File: src/rtl/scm_pkg.sv
// scm_pkg: shared types and depth helper for the SCM LUT store and its stream loader
package scm_pkg;

    typedef enum logic [1:0] {
        IDLE = 2'd0,
        LOAD = 2'd1,
        GAP  = 2'd2,
        DONE = 2'd3
    } loader_state_e;

    function automatic int depth(input int c, input int k);
        return c * k;
    endfunction

endpackage

File: src/rtl/scm_stream_loader.sv
// scm_stream_loader: turns a valid/ready stream of LUT entries into paced SCM write pulses
module scm_stream_loader
    import scm_pkg::*;
#(
    parameter int C             = 32,
    parameter int K             = 16,
    parameter int DataTypeWidth = 16,
    parameter int WriteGap      = 1,
    localparam int TotalAddrWidth = $clog2(depth(C, K))
) (
    input  logic                            clk_i,
    input  logic                            rst_i,
    input  logic                            start_i,
    input  logic                            abort_i,
    input  logic [TotalAddrWidth-1:0]       base_addr_i,
    input  logic [TotalAddrWidth:0]         count_i,
    input  logic                            in_valid_i,
    output logic                            in_ready_o,
    input  logic signed [DataTypeWidth-1:0] in_data_i,
    output logic [TotalAddrWidth-1:0]       waddr_o,
    output logic signed [DataTypeWidth-1:0] wdata_o,
    output logic                            we_o,
    output logic                            busy_o,
    output logic                            done_o,
    output logic                            err_o
);

    localparam int Depth    = depth(C, K);
    localparam int GapWidth = WriteGap > 1 ? $clog2(WriteGap) : 1;
    localparam logic [GapWidth-1:0]         GapLoad    = GapWidth'(WriteGap > 0 ? WriteGap - 1 : 0);
    localparam logic [TotalAddrWidth:0]     DepthCount = (TotalAddrWidth + 1)'(Depth);
    localparam logic [TotalAddrWidth:0]     OneLeft    = (TotalAddrWidth + 1)'(1);
    localparam logic [TotalAddrWidth-1:0]   LastAddr   = TotalAddrWidth'(Depth - 1);

    loader_state_e             state_q, state_d;
    logic [TotalAddrWidth-1:0] addr_q;
    logic [TotalAddrWidth:0]   remaining_q;
    logic [GapWidth-1:0]       gap_q;
    logic                      beat;
    logic                      launch;

    // An accepted beat is dropped when abort arrives in the same cycle
    assign beat   = state_q == LOAD && in_valid_i && in_ready_o && !abort_i;
    assign launch = state_q == IDLE && start_i && count_i != '0 && count_i <= DepthCount;

    // Next-state selection; abort overrides a final beat
    always_comb begin
        state_d = state_q;
        unique case (state_q)
            IDLE:    if (start_i) state_d = count_i == '0 ? DONE : count_i <= DepthCount ? LOAD : IDLE;
            LOAD:    if (abort_i) state_d = IDLE;
                     else if (beat) state_d = remaining_q == OneLeft ? DONE : WriteGap > 0 ? GAP : LOAD;
            GAP:     state_d = abort_i ? IDLE : gap_q == '0 ? LOAD : GAP;
            default: state_d = IDLE;
        endcase
    end

    // State and status outputs; ready/busy are registered images of the next state
    always_ff @(posedge clk_i or posedge rst_i) begin
        if (rst_i) begin
            state_q    <= IDLE;
            in_ready_o <= 1'b0;
            busy_o     <= 1'b0;
            done_o     <= 1'b0;
            err_o      <= 1'b0;
        end else begin
            state_q    <= state_d;
            in_ready_o <= state_d == LOAD;
            busy_o     <= state_d == LOAD || state_d == GAP;
            done_o     <= state_q == DONE;
            if (state_q == IDLE && start_i) err_o <= count_i > DepthCount;
        end
    end

    // Write datapath: address/count bookkeeping and the one-cycle write pulse
    always_ff @(posedge clk_i or posedge rst_i) begin
        if (rst_i) begin
            addr_q      <= '0;
            remaining_q <= '0;
            gap_q       <= '0;
            we_o        <= 1'b0;
            waddr_o     <= '0;
            wdata_o     <= '0;
        end else begin
            we_o <= beat;
            if (launch) begin
                addr_q      <= base_addr_i;
                remaining_q <= count_i;
            end
            if (beat) begin
                waddr_o     <= addr_q;
                wdata_o     <= in_data_i;
                addr_q      <= addr_q == LastAddr ? '0 : addr_q + 1'b1;
                remaining_q <= remaining_q - 1'b1;
                gap_q       <= GapLoad;
            end else if (state_q == GAP && gap_q != '0) begin
                gap_q <= gap_q - 1'b1;
            end
        end
    end

endmodule
File: config.mk
export PLATFORM = sky130hd
export DESIGN_NAME = scm_stream_loader
export DESIGN_NICKNAME = d
export VERILOG_FILES = /design/src/rtl/scm_pkg.sv /design/src/rtl/scm_stream_loader.sv
export SDC_FILE = /design/constraint.sdc
export NUM_CORES = 1
export LEC_CHECK = 0
export CAP_MARGIN = 20
export CELL_PAD_IN_SITES_DETAIL_PLACEMENT = 1
export CELL_PAD_IN_SITES_GLOBAL_PLACEMENT = 2
export CORE_UTILIZATION = 26
export DETAILED_ROUTE_END_ITERATION = 8
export GPL_ROUTABILITY_DRIVEN = 0
export PLACE_DENSITY_LB_ADDON = 0.3
export SKIP_LAST_GASP = 1
export SLEW_MARGIN = 20
export SYNTH_ARGS = -nofsm -noshare
export SYNTH_HDL_FRONTEND = slang
export SYNTH_SLANG_ARGS = --single-unit
File: constraint.sdc
create_clock -name clk_i -period 1.95 [get_ports clk_i]
set_input_delay 0.195 -clock clk_i [delete_from_list [all_inputs] [get_ports clk_i]]
set_output_delay 0.195 -clock clk_i [all_outputs]
set_load 0.005 [all_outputs]
-- Yosys cells after proc, flatten, opt, wreduce, memory -nomap -nowiden
Index checks and enable logic that the tools add are counted.
- flip-flop bits (word level): 52
- input bits: 40
- output and inout bits: 30
- word-level logic and storage cells: 53
- add/sub/neg operators: 3
- order comparisons: 2
- eq/ne operators: 7
- muxes and demuxes: 16
- reductions and logical operators: 14
- operators by type and width (operator ; count):
    two-way mux 9 bit ; 3
    two-way mux 10 bit ; 2
    two-way mux 2 bit ; 6
    equality test 10 x 1 -> 1 bit (second input constant) ; 1
    > comparator 10 bit (second input constant) ; 1
    less-or-equal comparator 10 bit (second input constant) ; 1
    logical NOT 10 bit ; 1
    nonzero test 10 bit ; 1
    subtractor 10 x 1 -> 10 bit (second input constant) ; 1
    adder 9 x 1 -> 9 bit (second input constant) ; 1
    equality test 9 bit (second input constant) ; 1
    logical AND 1 bit ; 7
    equality test 2 bit (second input constant) ; 3
    one-hot mux 2 bit (3 select lines) ; 1
    equality test 2 x 1 -> 1 bit (second input constant) ; 2
    two-way mux 1 bit ; 4
    nonzero test 2 bit ; 2
    logical NOT 2 bit ; 1
    logical NOT 1 bit ; 1
    logical OR 1 bit ; 1
    subtractor 1 bit (second input constant) ; 1

-- Logic depth before layout (Yosys ltp)
Gate-level depths: netlist of the first run.
- depth after elaboration: 9
- gate-level depth with buffers: 8
- mapped depth without buffers: 8

-- Worst setup path after synthesis of the first run
OpenSTA, ideal clock, no wires.
- path type: flip-flop to flip-flop
- start: reg addr_q[0]
- end: reg addr_q[7]
- setup time: 0.090 ns
- arrival time: 1.885 ns
- data required time: 1.860 ns
- slack: -0.025 ns
- cell stages (with the launch flop): 9
- path buffers: 1
- period minus slack after synthesis: 1.975 ns
- cell sequence: dfrtp_1 -> ha_1 -> nand3_1 -> nor3_1 -> ha_1 -> or3_1 -> clkbuf_1 -> or3_1 -> o221ai_1
- longest elaborated chain between the ends: 3
- elaborated cells on any way between the ends: 4
- classes of those cells: add/sub (1); eq/ne (1); mux (2)
- ends and longest elaborated chain (item ; RTL line ; text):
    start: declaration ; scm_stream_loader.sv:36 ; logic [TotalAddrWidth-1:0] addr_q;
    start signal: assignment ; scm_stream_loader.sv:87 ; addr_q <= base_addr_i;
    start signal: assignment ; scm_stream_loader.sv:93 ; addr_q <= addr_q == LastAddr ? '0 : addr_q + 1'b1;
    adder 9 x 1 -> 9 bit or equality test 9 bit (tied branches) ; scm_stream_loader.sv:93 ;
    two-way mux 9 bit (*) ; scm_stream_loader.sv:93 ;
    two-way mux 9 bit (*) ; scm_stream_loader.sv:90 ; if (beat) begin
Mark *: on every way between the ends. The rest lies on a longest branch, timed or not.
A chain may end at the register's enable or synchronous reset.

-- Worst setup path after layout of the first run
- start: in count_i[3]
- end: reg addr_q[5]
- longest elaborated chain between the ends: 4
- elaborated cells on any way between the ends: 5
- classes of those cells: order compare (1); reduce/logical (4)
- ends and longest elaborated chain (item ; RTL line ; text):
    start: declaration ; scm_stream_loader.sv:16 ; input logic [TotalAddrWidth:0] count_i,
    branches (longest 2 deep; another with less-or-equal comparator 10 bit) ; -- ;
    logical AND 1 bit (*) ; scm_stream_loader.sv:44 ; assign launch = state_q == IDLE && start_i && count_i != '0 && count_i <= DepthCount;
    nonzero test 2 bit (no source line) (*) ; -- ;
Every way passes the cells marked *.

==> qor.txt, run 1 <==
Worst IR Drop VDD: 0.2697 mV
total negative slack: 0 ns
Hold Fails Final Rpt: 0
multiplexer area fraction after synthesis: 0%
post-synthesis compound-gate area fraction: 17.11%
initial antenna violation count: 0
multi-input logic area: 1230 µm²
Syn Area/Cell: 9.366 µm²
R2R Path Start: remaining_q[0]
number of routed nets with antenna violations: 0
DP HPWL: 5.826 mm
# Max-Cap Violations: 0
initial DRC count: 92
Layout area overhead: 49.69%
vias per inst: 4.783
layout cells sized above 1: 20.37%
# diodes: 0
aggregate routed wire length: 7.948 mm
Post-Syn Area: 2604 µm²
crit path max fanout: 5
non-filler instance count after layout: 516
crit path launch: count_i[3]
Net Sw Frac: 31.62%
HP Class: primary input to asynchronous set/reset pin
EDFF count, synth: 0
number of global-route vias before repair: 2561
Port Buf Inserts: 69
Boundary Pins: 70
CTS Sinks: 52
WL per Instance: 15.40 µm
largest family of logic cells by synthesized area: simple AND/OR/NAND/NOR gates
xor-xnor portion of the synthesized cell area: 0.3364%
combinational share of power: 36.3%
crit-path cells: clkdlybuf4s50_1 > or2_2 > or4_4 > a31oi_4 > clkbuf_16 > a221o_2
Period minus WS final: 1.885 ns
die area: 10420 µm²
first-pass GRT wire length: 13.05 mm
status: finished clean
core area: 9729 µm²
clk slew on worst S/H paths: 0.10 ns
num rows: 36
H-tree depth: 2
Die Span Y: 102.1 µm
share of power burned in registers: 46.2%
Clock Latency Late Sink: 0.31 ns
Die X: 102.1 µm
CTS tree: built
gr usage total: 16.25%
Initial Util: 26.76%
global route overflow: 0
Synth Area in Simple Gates: 26.24%
Slowest Stage Delay on Critical Path: 0.56 ns
Tcrit/Tclk final: 96.66%
Synth Area in Adders: 2.403%
root buffer cell: clkbuf_8
Gate Count Post-Synth: 278
Synth cell types: 49
filler instances: 1133
register area: 1301 µm²
critical path class: primary input to register
Final Util: 40.06%
total power divided by cell area: 921.1 nW/µm²
Sw Pwr: 0.001135 W
Worst EP required: 2.20 ns
largest net degree at the start of global routing: 53
number of hold buffers added after CTS: 0
ys flop type: dfrtp_1
Cells after DPL: 504
max_slew headroom: 77.70%
Detailed Routing Iterations Pass 1: 4
Layout Nets: 427
Final setup viols: 0
Internal Power: 0.002455 W
Crit. End Element: register
Startpoint Class: primary input
fin. max-slew vios: 0
arrival time at the worst endpoint: 2.14 ns
sequential element share of the synthesized area: 49.98%
f_max: 530.5 MHz
DRC Markers: 0
Via Count: 2468
Post-synth ARST share: 100.0%
Clock power frac: 17.5%
Critical-path top delay cell: or4_4
Lkg Pwr: 1.774 nW
worst-margin pin slew: 0.3261 ns
Yosys reg bits: 52
clk_skew: 0.006962 ns
maximum buffer depth of the clock tree: 2
cts bufs inserted: 5
syn nets: 323
Ys Warns: 0
WHS: 0.2422 ns
-- through the flow --
step | power (W) | area, µm² | setup WS (ns)
final | 0.003590 | 3897 | 0.06512
after global routing | 0.003873 | 3897 | -0.006897
after CTS | 0.003628 | 3820 | 0.001007
after detailed placement | 0.002971 | 3727 | -0.4012
after global placement | 0.002914 | 3727 | -0.3688
after floorplan | 0.002159 | 2610 | 0.02733
-- worst max-delay path, delay by kind of cell --
kind / cells / cell delay [ns]
AOI/OAI and AO/OA: 2 / 0.40
buffers and inverters: 2 / 0.61
and+or+nand+nor: 2 / 0.93
-- kinds of logic after synthesis --
| family | after synthesis |
|---|---|
| flops | 52 |
| compound gates | 50 |
| simple gates | 145 |
| buf+inv | 25 |
| xor+xnor | 1 |
| fa+ha+maj | 5 |
-- routing by layer --
| layer | share of wire [%] | wire [µm] | GRT usage [%] | vias up |
|---|---|---|---|---|
| met5 | 0 | 0 | 0 | - |
| met4 | 1.2 | 97 | 5.055 | 0 |
| met3 | 4.5 | 360 | 2.736 | 6 |
| met2 | 47 | 3716 | 26.23 | 61 |
| met1 | 47 | 3773 | 22.21 | 1210 |
| li1 | - | - | - | 1191 |
-- path summary, 6_finish.rpt --
| path | cells past startpoint | to | slack [ns] |
|---|---|---|---|
| max in group asynchronous | 3 | remaining_q[6] | 1.46 |
| max reg2reg | 7 | remaining_q[8] | 0.09 |
| min reg2reg | 2 | waddr_o[0] | 0.48 |
| min in group clk_i | 3 | remaining_q[7] | 0.27 |
| min | 3 | wdata_o[13] | 0.24 |
| max | 6 | addr_q[5] | 0.07 |
-- synthesized netlist by cell type (3+ instances only) --
cell / number / area, µm²
nand4_1: 4 / 25.02
nand3_1: 6 / 30.03
clkbuf_1: 12 / 45.04
a21oi_1: 6 / 30.03
or3_1: 7 / 43.79
nor2_1: 6 / 22.52
a221o_2: 10 / 112.6
nand2b_1: 5 / 31.28
dfrtp_1: 52 / 1301
inv_1: 11 / 41.29
and2_1: 3 / 18.77
o221a_2: 3 / 33.78
o21ai_0: 8 / 40.04
nor3_1: 7 / 35.03
ha_1: 5 / 62.56
nor4_1: 3 / 18.77
nand2_1: 89 / 334.1
or2_2: 4 / 25.02
-- state kept, by name, indices dropped and copies added (netlist names), 2 cells and up --
| name | flops |
|---|---|
| addr_q | 9 |
| remaining_q | 10 |
| state_q | 2 |
| waddr_o | 9 |
| wdata_o | 16 |
-- power by group through the flow --
stage               clock network (W)  registers [W]  logic (W)
floorplan                           0        0.00165   0.000506
global placement                    0        0.00167    0.00125
detailed placement                  0        0.00169    0.00129
CTS                          0.000669        0.00166    0.00130
global route                 0.000710        0.00171    0.00145
finish                       0.000628        0.00166    0.00130
-- cell type report --
class,instances,share of cell area [%]
inverter,11,1.059
sequential,52,33.39
timing repair buffer,111,27.48
multi-input combinational,201,31.56
clock buffer,5,1.766
tap,133,4.270
clock inverter,3,0.4815
-- placed cells by master, fill, tap and decap left out, types with 3 or more instances in the layout --
cell	count
nand2_1	89
clkdlybuf4s50_1	65
dfrtp_1	52
buf_4	38
inv_1	10
a221o_2	10
o21ai_0	8
nor3_1	7
nor2_1	6
or3_1	6
a21oi_1	6
nand2b_1	5
ha_1	5
clkbuf_8	5
or2_2	4
nand4_1	4
nand3_1	4
dlymetal6s2s_1	4
and2_1	3
o221a_2	3
buf_12	3
-- what timing repair did --
action	CTS	global route
setup endpoints to repair	15	19
pin swaps	2	4
buffers inserted	0	3
cloned	0	1
gates resized for setup	1	7
(Power assumes the default switching activity.)
==> run 2: changes to the inputs <==
CORE_UTILIZATION = 29   (was 26)
PLACE_DENSITY_LB_ADDON = 0.1   (was 0.3)
clock period = 1.8 ns   (was 1.95 ns; I/O delays follow)
==> qor.txt, run 2 (synthesis gave the netlist of run 1 again) <==
Cells after DPL: 498
number of global-route vias before repair: 2627
Die X: 96.76 µm
Hold Fails Final Rpt: 0
cts bufs inserted: 5
Clock Latency Late Sink: 0.32 ns
fin. max-slew vios: 0
Die Span Y: 96.76 µm
number of hold buffers added after CTS: 0
initial antenna violation count: 0
vias per inst: 4.901
worst reg-to-reg setup slack: 0.06 ns
R2R Path Start: addr_q[0]
HP Class: primary input to asynchronous set/reset pin
Layout area overhead: 59.25%
layout cells sized above 1: 30.37%
Port Buf Inserts: 69
# Max-Cap Violations: 0
commonest non-fill, non-tap cells in the layout: nand2_1 (89), clkdlybuf4s50_1 (61), buf_4 (55)
clk slew on worst S/H paths: 0.11 ns
Worst EP required: 2.04 ns
largest net degree at the start of global routing: 35
Lkg Pwr: 1.883 nW
WL per Instance: 15.58 µm
Tcrit/Tclk final: 96.73%
Period minus WS final: 1.741 ns
Place WS: -0.5404 ns
gr usage total: 17.89%
filler instances: 975
RSZ-0062 raised after global routing: true
status: finished clean
CTS Sinks: 52
Initial Util: 29.86%
f_max: 574.3 MHz
Layout Nets: 449
register area: 1304 µm²
Final setup viols: 0
Detailed Routing Iterations Pass 1: 4
crit path launch: addr_q[0]
worst-margin pin slew: 0.4449 ns
global route overflow: 0
commonest non-fill, non-tap cell in the layout: nand2_1
number of routed nets with antenna violations: 0
maximum buffer depth of the clock tree: 2
first-pass GRT wire length: 13.37 mm
arrival time at the worst endpoint: 1.98 ns
Startpoint Class: register
critical path class: register to register
num rows: 34
max_slew headroom: 70.29%
non-filler instance count after layout: 513
Reg with most FFs: wdata_o
aggregate routed wire length: 7.990 mm
CTS tree: built
total power: 0.004209 W
core area: 8721 µm²
root buffer cell: clkbuf_8
initial DRC count: 80
H-tree depth: 2
multi-input logic area: 1321 µm²
Boundary Pins: 70
Largest regs: wdata_o: 16 flops, remaining_q: 10 flops
total power divided by cell area: 1015 nW/µm²
# diodes: 0
DRC Markers: 0
Crit. End Element: register
die area: 9362 µm²
final setup margin: 0.05886 ns
Final Util: 47.55%
clk_skew: 0.01020 ns
DP HPWL: 5.797 mm
max reg flops: 16
WHS: 0.1771 ns
Worst R2R Path Depth: 7
Via Count: 2514
Worst IR Drop VDD: 0.3858 mV
crit path max fanout: 4
-- run 2: cell types whose count changed in the layout (fill, tap and decap cells not counted), sizes merged --
cell,before,now
clkinvlp,0,1
buf,41,67
inv,11,12
clkdlybuf4s50,65,61
bufinv,0,1
dlygate4sd2,0,2
clkinv,3,0
clkdlybuf4s15,0,1
dlymetal6s2s,4,2
clkbuf,6,5
-- run 2: what timing repair did --
item	in CTS	in global routing
pin swaps	7	11
endpoints found under the hold margin	0	0
resized for setup	26	26
setup endpoints to repair	19	22
cloned	1	0
setup buffers	5	3
-- run 2: critical path, stage by stage (launching register included) --
cell	delay (ns)
dfrtp_1	0.43
ha_4	0.19
nand3_4	0.11
nor3_2	0.05
ha_2	0.17
or3_4	0.33
or3_4	0.33
o221ai_1	0.07
-- run 2: area by class of cell --
| class | instances | area share (%) |
|---|---|---|
| flip-flops and latches | 52 | 31.44 |
| clock inverters | 3 | 1.116 |
| multi-input cells | 201 | 31.86 |
| inverters | 11 | 1.056 |
| well taps | 108 | 3.259 |
| clock buffers | 5 | 1.660 |
| repair buffers | 133 | 29.60 |
-- run 2: through the flow --
stage / TNS [ns] / cell area [µm²]
floorplan: -0.05667 / 2616
global placement: -9.654 / 3844
detailed placement: -10.29 / 3844
CTS: 0 / 4060
global route: -0.05798 / 4146
finish: 0 / 4146
-- run 2: per-layer routing --
layer | global-route usage, % | part of all wire [%] | vias to the layer above
li1 | - | - | 1234
met3 | 3.324 | 3.4 | 9
met4 | 4.822 | 1.2 | 0
met2 | 28.49 | 47 | 57
met1 | 24.93 | 48 | 1214
met5 | 0 | 0 | -
-- run 2: path summary, 6_finish.rpt --
path / endpoint
max: addr_q[7]
min: remaining_q[9]
max reg2reg: addr_q[7]
min reg2reg: waddr_o[2]
max in group asynchronous: remaining_q[6]
min in group clk_i: remaining_q[5]
-- run 2: where the power goes --
part | switching [W] | leakage (nW) | internal, W
clock network | 0.000433 | 0.0548 | 0.000420
logic | 0.000614 | 1.17 | 0.000979
registers | 0.000242 | 0.660 | 0.00152
total | 0.00129 | 1.88 | 0.00292
